===== src/rtl/pc_seq_ctrl_pkg.sv =====
// Shared CPU sequencing types: next-PC select encodings, sequencer states and redirect decode.
package pc_seq_ctrl_pkg;

  localparam int unsigned NPC_OP_W = 2;

  typedef enum logic [NPC_OP_W-1:0] {
    NPC_SEQ  = 2'd0,
    NPC_IMM  = 2'd1,
    NPC_REG  = 2'd2,
    NPC_TRAP = 2'd3
  } npc_op_e;

  typedef enum logic [1:0] {
    S_BOOT   = 2'd0,
    S_FETCH  = 2'd1,
    S_EXEC   = 2'd2,
    S_UPDATE = 2'd3
  } pc_state_e;

  typedef struct packed {
    logic br_taken;
    logic jal;
    logic jalr;
  } redir_t;

  // Redirect kind for a completed instruction; traps are prioritised by the caller.
  function automatic npc_op_e redirect_sel(input redir_t r);
    npc_op_e op;
    op = NPC_SEQ;
    if (r.jalr) begin
      op = NPC_REG;
    end else if (r.jal || r.br_taken) begin
      op = NPC_IMM;
    end
    return op;
  endfunction

endpackage


===== src/rtl/pc_seq_ctrl_if.sv =====
// Handshake bundle between the PC sequencer and the fetch/execute datapath.
interface pc_seq_ctrl_if #(
  parameter int unsigned CNT_W = 32
);

  logic             imem_ready;
  logic             exec_done;
  logic             br_taken;
  logic             jal;
  logic             jalr;
  logic             trap;
  logic             stall;
  logic             PCwr;
  logic [1:0]       NPCop;
  logic             imem_req;
  logic             inst_valid;
  logic             fetch_err;
  logic [CNT_W-1:0] retired;

  modport master (
    input  imem_ready, exec_done, br_taken, jal, jalr, trap, stall,
    output PCwr, NPCop, imem_req, inst_valid, fetch_err, retired
  );

  modport slave (
    output imem_ready, exec_done, br_taken, jal, jalr, trap, stall,
    input  PCwr, NPCop, imem_req, inst_valid, fetch_err, retired
  );

endinterface


===== src/rtl/pc_seq_ctrl_fetch_timer.sv =====
// Fetch wait-cycle counter; expired_c_o flags the TIMEOUT-th enabled wait cycle.
module pc_seq_ctrl_fetch_timer #(
  parameter int unsigned TIMEOUT = 16
) (
  input  logic clk,
  input  logic rst,
  input  logic en_i,
  input  logic clr_i,
  output logic expired_c_o
);

  localparam int unsigned CW = $clog2(TIMEOUT + 1);

  logic [CW-1:0] cnt_q;
  logic [CW-1:0] cnt_d;

  assign expired_c_o = en_i && (cnt_q == CW'(TIMEOUT - 1));

  always_comb begin
    cnt_d = cnt_q;
    if (clr_i) begin
      cnt_d = '0;
    end else if (en_i) begin
      cnt_d = expired_c_o ? '0 : cnt_q + CW'(1);
    end
  end

  always_ff @(posedge clk or negedge rst) begin
    if (!rst) begin
      cnt_q <= '0;
    end else begin
      cnt_q <= cnt_d;
    end
  end

endmodule


===== src/rtl/pc_seq_ctrl.sv =====
// PC sequencer: boot, fetch with timeout, execute, one-cycle PC update with prioritised next-PC select.
module pc_seq_ctrl
  import pc_seq_ctrl_pkg::*;
#(
  parameter int unsigned TIMEOUT = 16,
  parameter int unsigned CNT_W   = 32
) (
  input  logic                 clk,
  input  logic                 rst,
  pc_seq_ctrl_if.master        ctl_io
);

  pc_state_e        state_q, state_d;
  npc_op_e          redir_q, redir_d;
  npc_op_e          upd_op;
  logic             pend_q, pend_d;
  logic             pcwr_q, pcwr_d;
  logic             imem_req_q, imem_req_d;
  logic             inst_valid_q, inst_valid_d;
  logic             fetch_err_q, fetch_err_d;
  logic [CNT_W-1:0] retired_q, retired_d;
  logic             trap_eff;
  logic             enter_upd;
  logic             tmr_en, tmr_clr, tmr_expired;
  redir_t           redir_in;

  assign redir_in = {ctl_io.br_taken, ctl_io.jal, ctl_io.jalr};
  assign trap_eff = pend_q || ctl_io.trap;
  assign tmr_en   = (state_q == S_FETCH) && !ctl_io.stall && !trap_eff && !ctl_io.imem_ready;
  assign tmr_clr  = (state_q != S_FETCH);

  pc_seq_ctrl_fetch_timer #(
    .TIMEOUT (TIMEOUT)
  ) u_fetch_timer (
    .clk         (clk),
    .rst         (rst),
    .en_i        (tmr_en),
    .clr_i       (tmr_clr),
    .expired_c_o (tmr_expired)
  );

  always_ff @(posedge clk or negedge rst) begin
    if (!rst) begin
      state_q <= S_BOOT;
    end else begin
      state_q <= state_d;
    end
  end

  // Stall freezes every transition; a pending trap beats any normal progress.
  always_comb begin
    state_d   = state_q;
    enter_upd = 1'b0;
    upd_op    = NPC_SEQ;
    if (!ctl_io.stall) begin
      unique case (state_q)
        S_BOOT: state_d = S_FETCH;
        S_FETCH: begin
          if (trap_eff || tmr_expired) begin
            state_d   = S_UPDATE;
            enter_upd = 1'b1;
            upd_op    = NPC_TRAP;
          end else if (ctl_io.imem_ready) begin
            state_d = S_EXEC;
          end
        end
        S_EXEC: begin
          if (trap_eff) begin
            state_d   = S_UPDATE;
            enter_upd = 1'b1;
            upd_op    = NPC_TRAP;
          end else if (ctl_io.exec_done) begin
            state_d   = S_UPDATE;
            enter_upd = 1'b1;
            upd_op    = redirect_sel(redir_in);
          end
        end
        S_UPDATE: state_d = S_FETCH;
        default:  state_d = S_BOOT;
      endcase
    end
  end

  // Next values of the registered outputs, derived from the upcoming state.
  always_comb begin
    pend_d       = trap_eff;
    pcwr_d       = enter_upd;
    redir_d      = NPC_SEQ;
    imem_req_d   = (state_d == S_FETCH) && !ctl_io.stall;
    inst_valid_d = (state_q == S_FETCH) && (state_d == S_EXEC);
    fetch_err_d  = fetch_err_q || tmr_expired;
    retired_d    = retired_q + CNT_W'(enter_upd);
    if (enter_upd) begin
      redir_d = upd_op;
      if (upd_op == NPC_TRAP) begin
        pend_d = 1'b0;
      end
    end else if (state_d == S_UPDATE) begin
      redir_d = redir_q;
    end
  end

  always_ff @(posedge clk or negedge rst) begin
    if (!rst) begin
      pend_q       <= 1'b0;
      redir_q      <= NPC_SEQ;
      pcwr_q       <= 1'b0;
      imem_req_q   <= 1'b0;
      inst_valid_q <= 1'b0;
      fetch_err_q  <= 1'b0;
      retired_q    <= '0;
    end else begin
      pend_q       <= pend_d;
      redir_q      <= redir_d;
      pcwr_q       <= pcwr_d;
      imem_req_q   <= imem_req_d;
      inst_valid_q <= inst_valid_d;
      fetch_err_q  <= fetch_err_d;
      retired_q    <= retired_d;
    end
  end

  assign ctl_io.PCwr       = pcwr_q;
  assign ctl_io.NPCop      = redir_q;
  assign ctl_io.imem_req   = imem_req_q;
  assign ctl_io.inst_valid = inst_valid_q;
  assign ctl_io.fetch_err  = fetch_err_q;
  assign ctl_io.retired    = retired_q;

endmodule


===== src/flat_wrapper.sv =====
// flat-port wrapper written by rule: the top's interface ports become plain ports
module pc_seq_ctrl_flat import pc_seq_ctrl_pkg::*;
#(
  parameter int unsigned TIMEOUT = 16,
  parameter int unsigned CNT_W   = 32
)
  (clk, rst, ctl_io_imem_ready, ctl_io_exec_done, ctl_io_br_taken, ctl_io_jal, ctl_io_jalr, ctl_io_trap, ctl_io_stall, ctl_io_PCwr, ctl_io_NPCop, ctl_io_imem_req, ctl_io_inst_valid, ctl_io_fetch_err, ctl_io_retired);
  pc_seq_ctrl_if #(.CNT_W(CNT_W)) ctl_io_i ();
  input  logic clk;
  input  logic rst;
  input wire logic [$bits(ctl_io_i.imem_ready)-1:0] ctl_io_imem_ready;
  input wire logic [$bits(ctl_io_i.exec_done)-1:0] ctl_io_exec_done;
  input wire logic [$bits(ctl_io_i.br_taken)-1:0] ctl_io_br_taken;
  input wire logic [$bits(ctl_io_i.jal)-1:0] ctl_io_jal;
  input wire logic [$bits(ctl_io_i.jalr)-1:0] ctl_io_jalr;
  input wire logic [$bits(ctl_io_i.trap)-1:0] ctl_io_trap;
  input wire logic [$bits(ctl_io_i.stall)-1:0] ctl_io_stall;
  output wire logic [$bits(ctl_io_i.PCwr)-1:0] ctl_io_PCwr;
  output wire logic [$bits(ctl_io_i.NPCop)-1:0] ctl_io_NPCop;
  output wire logic [$bits(ctl_io_i.imem_req)-1:0] ctl_io_imem_req;
  output wire logic [$bits(ctl_io_i.inst_valid)-1:0] ctl_io_inst_valid;
  output wire logic [$bits(ctl_io_i.fetch_err)-1:0] ctl_io_fetch_err;
  output wire logic [$bits(ctl_io_i.retired)-1:0] ctl_io_retired;
  assign ctl_io_i.imem_ready = ctl_io_imem_ready;
  assign ctl_io_i.exec_done = ctl_io_exec_done;
  assign ctl_io_i.br_taken = ctl_io_br_taken;
  assign ctl_io_i.jal = ctl_io_jal;
  assign ctl_io_i.jalr = ctl_io_jalr;
  assign ctl_io_i.trap = ctl_io_trap;
  assign ctl_io_i.stall = ctl_io_stall;
  assign ctl_io_PCwr = ctl_io_i.PCwr;
  assign ctl_io_NPCop = ctl_io_i.NPCop;
  assign ctl_io_imem_req = ctl_io_i.imem_req;
  assign ctl_io_inst_valid = ctl_io_i.inst_valid;
  assign ctl_io_fetch_err = ctl_io_i.fetch_err;
  assign ctl_io_retired = ctl_io_i.retired;
  pc_seq_ctrl #(.TIMEOUT(TIMEOUT), .CNT_W(CNT_W)) u_core (.clk(clk), .rst(rst), .ctl_io(ctl_io_i));
endmodule

===== config.mk =====
export PLATFORM = sky130hd
export DESIGN_NAME = pc_seq_ctrl_flat
export DESIGN_NICKNAME = d
export VERILOG_FILES = /design/src/rtl/pc_seq_ctrl_pkg.sv /design/src/rtl/pc_seq_ctrl_if.sv /design/src/rtl/pc_seq_ctrl_fetch_timer.sv /design/src/rtl/pc_seq_ctrl.sv /design/src/flat_wrapper.sv
export SDC_FILE = /design/constraint.sdc
export NUM_CORES = 1
export LEC_CHECK = 0
export BUFFER_PORTS_ARGS = -buffer_cell sky130_fd_sc_hd__buf_2
export CAP_MARGIN = 20
export CORE_MARGIN = 10
export CORE_UTILIZATION = 25
export CTS_CLUSTER_DIAMETER = 150
export DETAILED_ROUTE_END_ITERATION = 10
export HOLD_SLACK_MARGIN = 0.06
export PLACE_DENSITY_LB_ADDON = 0.12
export SLEW_MARGIN = 10
export SYNTH_ARGS = -nofsm -noshare
export SYNTH_HDL_FRONTEND = slang
export SYNTH_SLANG_ARGS = --single-unit

===== constraint.sdc =====
create_clock -name clk -period 3.8 [get_ports clk]
set_input_delay 0.38 -clock clk [delete_from_list [all_inputs] [get_ports clk]]
set_output_delay 0.38 -clock clk [all_outputs]
set_load 0.005 [all_outputs]

# Word level (Yosys, flattened, before mapping)

Cells that the tools add are included.

Flip-flop bits (word level): 46
Latch bits: 0
Memory bits (writable): 0
Memory bits (read-only): 0
Output and inout port bits: 38
Word-level logic and storage cells: 62
Memories kept: 0

Add/subtract/negate cells: 2
Multiply operators: 0
Div/mod/pow operators: 0
Magnitude comparators: 0
Equal/unequal tests: 10
Shift operators: 0
Muxes and demuxes: 25
Bitwise logic cells: 0
Reductions and logical operators: 16

Operators by type and width:

| operator            | count |
|---|---|
| $add 32x1->32       | 1 |
| $mux 2              | 12 |
| $mux 5              | 3 |
| $eq 2x2->1 const B  | 5 |
| $mux 1              | 7 |
| $logic_and 1x1->1   | 6 |
| $pmux 2 s3          | 1 |
| $add 5x1->5 const B | 1 |
| $eq 5x4->1 const B  | 1 |
| $eq 2x1->1 const B  | 2 |
| $logic_or 1x1->1    | 4 |
| $ne 2x1->1 const B  | 2 |
| $pmux 2 s2          | 1 |
| $logic_not 1->1     | 3 |
| $logic_not 2->1     | 1 |
| $pmux 1 s2          | 1 |
| $reduce_bool 2->1   | 1 |
| $reduce_or 2->1     | 1 |

# Logic depth before layout (Yosys ltp)

Word-level depth: 12
Gate-level depth with buffers: 12
Gate-level depth less buffers: 12

# By module

From an unflattened synthesis, not the netlist that was laid out.

Cell total of the unflattened synthesis: 190
Area total of the unflattened synthesis: 2159.6 um2

Modules (own cells, without submodules):

| module                  | times used | cells an instance | area each (um2) | sequential area each (um2) |
|---|---|---|---|---|
| pc_seq_ctrl             | 1          | 168               | 1918.1          | 1026.0 |
| pc_seq_ctrl_fetch_timer | 1          | 22                | 241.5           | 125.1 |

# Worst setup path before layout

No wires, ideal clock.

Kind: register to register
From: reg u_core.state_q[1]
To: reg u_core.retired_q[30], in the netlist u_core.ctl_io.retired[30]
Library setup time: 123 ps
Arrival: 3190 ps
Data required time: 3677 ps
Setup slack: 487 ps
Stages on the path, launching flop included: 13
Path buffers: 1
Period minus slack after synthesis: 3313 ps
Cell sequence: dfrtp_1 -> inv_1 -> ha_1 -> clkbuf_1 -> nand4b_2 -> o311ai_1 -> ha_1 -> ha_1 -> and4_1 -> or4b_4 -> nor4b_4 -> nand3_1 -> xnor2_1

Longest elaborated chain between the ends: 10
Elaborated cells on any way between the ends: 11

RTL lines:

| item                            | line                                 | source |
|---|---|---|
| start: declaration              | pc_seq_ctrl.sv:13                    | `pc_state_e state_q, state_d;` |
| start signal: assignment        | pc_seq_ctrl.sv:46                    | `state_q <= state_d;` |
| $eq 2x1->1                      | pc_seq_ctrl.sv:29, pc_seq_ctrl.sv:56 |  |
| $logic_and 1x1->1 (3 in series) | pc_seq_ctrl.sv:29                    | `assign tmr_en = (state_q == S_FETCH) && !ctl_io.stall && !trap_eff && !ctl_io.imem_ready;` |
| $logic_and 1x1->1               | pc_seq_ctrl_fetch_timer.sv:17        | `assign expired_c_o = en_i && (cnt_q == CW'(TIMEOUT - 1));` |
| $logic_or 1x1->1                | pc_seq_ctrl.sv:59                    | `if (trap_eff \|\| tmr_expired) begin` |
| $mux 1                          | pc_seq_ctrl.sv:59                    |  |
| $pmux 1 s2 (*)                  | pc_seq_ctrl.sv:56                    | `unique case (state_q)` |
| $mux 1 (*)                      | pc_seq_ctrl.sv:55                    | `if (!ctl_io.stall) begin` |
| via u_core.enter_upd            | pc_seq_ctrl.sv:23                    | `logic enter_upd;` |
| $add 32x1->32 (*)               | pc_seq_ctrl.sv:92                    | `retired_d = retired_q + CNT_W'(enter_upd);` |
| via u_core.retired_d[30]        | pc_seq_ctrl.sv:21                    | `logic [CNT_W-1:0] retired_q, retired_d;` |
| end signal: assignment          | pc_seq_ctrl.sv:119                   | `retired_q <= retired_d;` |
| end: declaration                | pc_seq_ctrl.sv:21                    |  |

The timed path passes the listed nets; every way through them passes the cells marked *.
A chain may end at the register's enable or synchronous reset.

# Worst setup path in the final report

From: reg u_core.state_q[1]
To: reg u_core.retired_q[26], in the netlist u_core.ctl_io.retired[26]

Same word-level chain as after synthesis.

==> insert_results.sql <==
INSERT INTO impl_metrics (metric_group, metric, value, unit) VALUES
('cts', 'post_cts_setup_buffer_count', '0', ''),
('setup_path', 'cp_num_buf_inv', '2', ''),
('cts', 'ctsResizeCount', '0', ''),
('finish', 'fill_count', '876', ''),
('place', 'dp_hpwl', '3720', 'um'),
('grt', 'grt.total_usage', '7.93', '%'),
('setup_path', 'crit_path_max_fanout', '9', ''),
('cts', 'cts-htree-levels', '2', ''),
('setup_path', 'critical_path.top_delay_family', 'simple AND/OR/NAND/NOR gates', ''),
('synth', 'synth_cell_types', '39', ''),
('synth', 'yosys.cell_count.top_type', 'dfrtp_1', ''),
('place', 'dpl.cell_count', '348', ''),
('outcome', 'status', 'finished clean', ''),
('routing', 'drt_pass1_iterations', '4', ''),
('finish', 'fin_area', '0.00265', 'mm2'),
('floorplan', 'ios', '47', ''),
('synth', 'netlist_instances', '195', ''),
('sta', 'grt_setup_unrepaired', 'false', ''),
('setup_path', 'worst_path_max_delay_cell', 'or4b_4', ''),
('cts', 'clk_path_buf_depth', '2', ''),
('sta', 'timing.final.hold_violations', '0', ''),
('place', 'detailed_place.area', '0.00256', 'mm2'),
('floorplan', 'chip_height', '113', 'um'),
('routing', 'vias', '1586', ''),
('finish', 'multi_input_comb_area', '983', 'um2'),
('place', 'port-buffer-count', '46', ''),
('setup_path', 'critical_path_arrival', '3.58', 'ns'),
('finish', 'fin_nets', '265', ''),
('grt', 'grt_start_max_net_pins', '47', ''),
('setup_path', 'rrSetupSlack', '0.42', 'ns'),
('synth', 'synth_enable_flop_cells', '0', ''),
('setup_path', 'critPathLaunch', 'u_core.state_q[1]$_DFF_PN0_', ''),
('synth', 'post_synth_instance_area', '0.00217', 'mm2'),
('grt', 'vias_in_the_first_global_route', '1642', ''),
('cts', 'cts.sink_count', '46', ''),
('sta', 'worst_relative_slew_slack', '60.5', '%'),
('floorplan', 'floorplan.initialDensity', '26.0', '%'),
('setup_path', 'critPathRequiredTime', '3.99', 'ns'),
('synth', 'async_reset_ff_share', '100', '%'),
('power', 'irDropWorstVdd', '0.255', 'mV'),
('finish', 'fin_cells', '356', ''),
('setup_path', 'crit_path_max_incr_delay', '0.50', 'ns'),
('grt', 'antenna_violations_before_repair', '0', ''),
('hold_path', 'hp-class', 'input port to async pin', ''),
('sta', 'setup_total_negative_slack', '0', 'ns'),
('synth', 'synth_top_cell_by_area', 'dfrtp_1', ''),
('power', 'power_leakage', '1.32', 'nW'),
('sta', 'setup_viol', '0', ''),
('floorplan', 'core_area', '0.00834', 'mm2'),
('cts', 'cts.root.buffer_cell', 'clkbuf_8', ''),
('routing', 'avgViaCountPerCell', '4.46', ''),
('routing', 'drc', '0', ''),
('sta', 'clock-skew-final', '0.00701', 'ns'),
('cts', 'cts-hold-fix-buffers', '0', ''),
('routing', 'drt_first_iter_violations', '117', ''),
('routing', 'wire_per_inst', '14.2', 'um'),
('grt', 'gr-total-overflow', '0', ''),
('finish', 'final-seq-area', '0.00115', 'mm2'),
('job', 'cap_viol_max_count', '0', ''),
('sta', 'max_clock_freq', '296', 'MHz'),
('floorplan', 'x_dimension_of_the_die', '113', 'um'),
('cts', 'clkTransAtPathRegs', '0.10', 'ns'),
('place', 'gpl.final_weighted_congestion', '0.722', ''),
('grt', 'grt_first_pass_wirelength', '8360', 'um'),
('setup_path', 'reg2regPathDepth', '12', ''),
('synth', 'ys_seq_elements', '46', ''),
('cts', 'cts_tree', 'yes', ''),
('routing', 'wl', '5040', 'um'),
('synth', 'synthesized_nets', '210', ''),
('floorplan', 'design.die.area', '0.0128', 'mm2'),
('cts', 'clk-insertion-delay-late', '0.30', 'ns');
## layer usage
layer	global-route usage, %	vias up	part of all wire (%)
li1	-	794	-
met1	9.71	755	47
met2	12.3	33	45
met3	2.91	4	5.9
met4	3.30	0	1.4
met5	0	-	0
## per-stage QoR
| stage | worst slack [ns] | hold slack (ns) | util [%] |
|---|---|---|---|
| after floorplan | 0.487 | 0.0844 | - |
| after global placement | 0.546 | 0.458 | 30.6 |
| after detailed placement | 0.444 | 0.460 | 30.6 |
| after CTS | 0.388 | 0.179 | 31.8 |
| after global routing | 0.224 | 0.214 | 31.8 |
| final | 0.416 | 0.158 | 31.8 |
## report_power, final
part           leakage, nW  internal, mW  switching, mW
Clock               0.0447         0.133          0.185
Sequential           0.612         0.552         0.0557
Combinational        0.667         0.137          0.169
Total                 1.32         0.822          0.409
## registers in the layout (all words and copies together) (netlist names)
| name | cells |
|---|---|
| u_core.ctl_io.retired | 32 |
| u_core.u_fetch_timer.cnt_q | 5 |
| u_core.ctl_io.NPCop | 2 |
| u_core.state_q | 2 |
| u_core.ctl_io.PCwr | 1 |
| u_core.ctl_io.fetch_err | 1 |
| u_core.ctl_io.imem_req | 1 |
| u_core.ctl_io.inst_valid | 1 |
| u_core.pend_q | 1 |
## final cells by class
type / instances / share of cell area, %
Clock buffer: 5 / 2.60
Clock inverter: 3 / 0.944
Inverter: 6 / 0.850
Multi-Input combinational cell: 140 / 37.1
Sequential cell: 46 / 43.4
Tap cell: 105 / 4.96
Timing Repair Buffer: 51 / 10.1
## worst max path at each step
stage,to,slack [ns],cells after the start
finish,u_core.ctl_io.retired[26]$_DFF_PN0_,0.42,12
global route,u_core.ctl_io.retired[30]$_DFF_PN0_,0.22,12
CTS,u_core.ctl_io.retired[26]$_DFF_PN0_,0.39,12
detailed placement,u_core.ctl_io.retired[26]$_DFF_PN0_,0.44,12
global placement,u_core.ctl_io.retired[26]$_DFF_PN0_,0.55,12
floorplan,u_core.ctl_io.retired[30]$_DFF_PN0_,0.49,12
## cell families after synthesis
family | count (synthesis) | share of synthesized area [%]
simple gates | 81 | 22.3
flops | 46 | 53.1
xor+xnor | 31 | 12.5
compound gates | 22 | 7.10
buf+inv | 9 | 1.56
fa+ha+maj | 6 | 3.46
## placed cells by master (no fill, tap or decap), types with 2 or more instances in the layout
cell type and n:
buf_2 46, dfrtp_1 46, xnor2_1 24, nand2_1 18
nor2_1 15, nand3_1 13, nand4_1 7, xor2_1 7
o21ai_0 7, inv_1 6, and3_1 6, ha_1 6
clkbuf_8 5, buf_4 5, and4_1 4, a21boi_0 3
or2_2 2, and2_1 2, nor3_1 2, a41oi_1 2
nor2b_1 2
(Power assumes the default switching activity.)
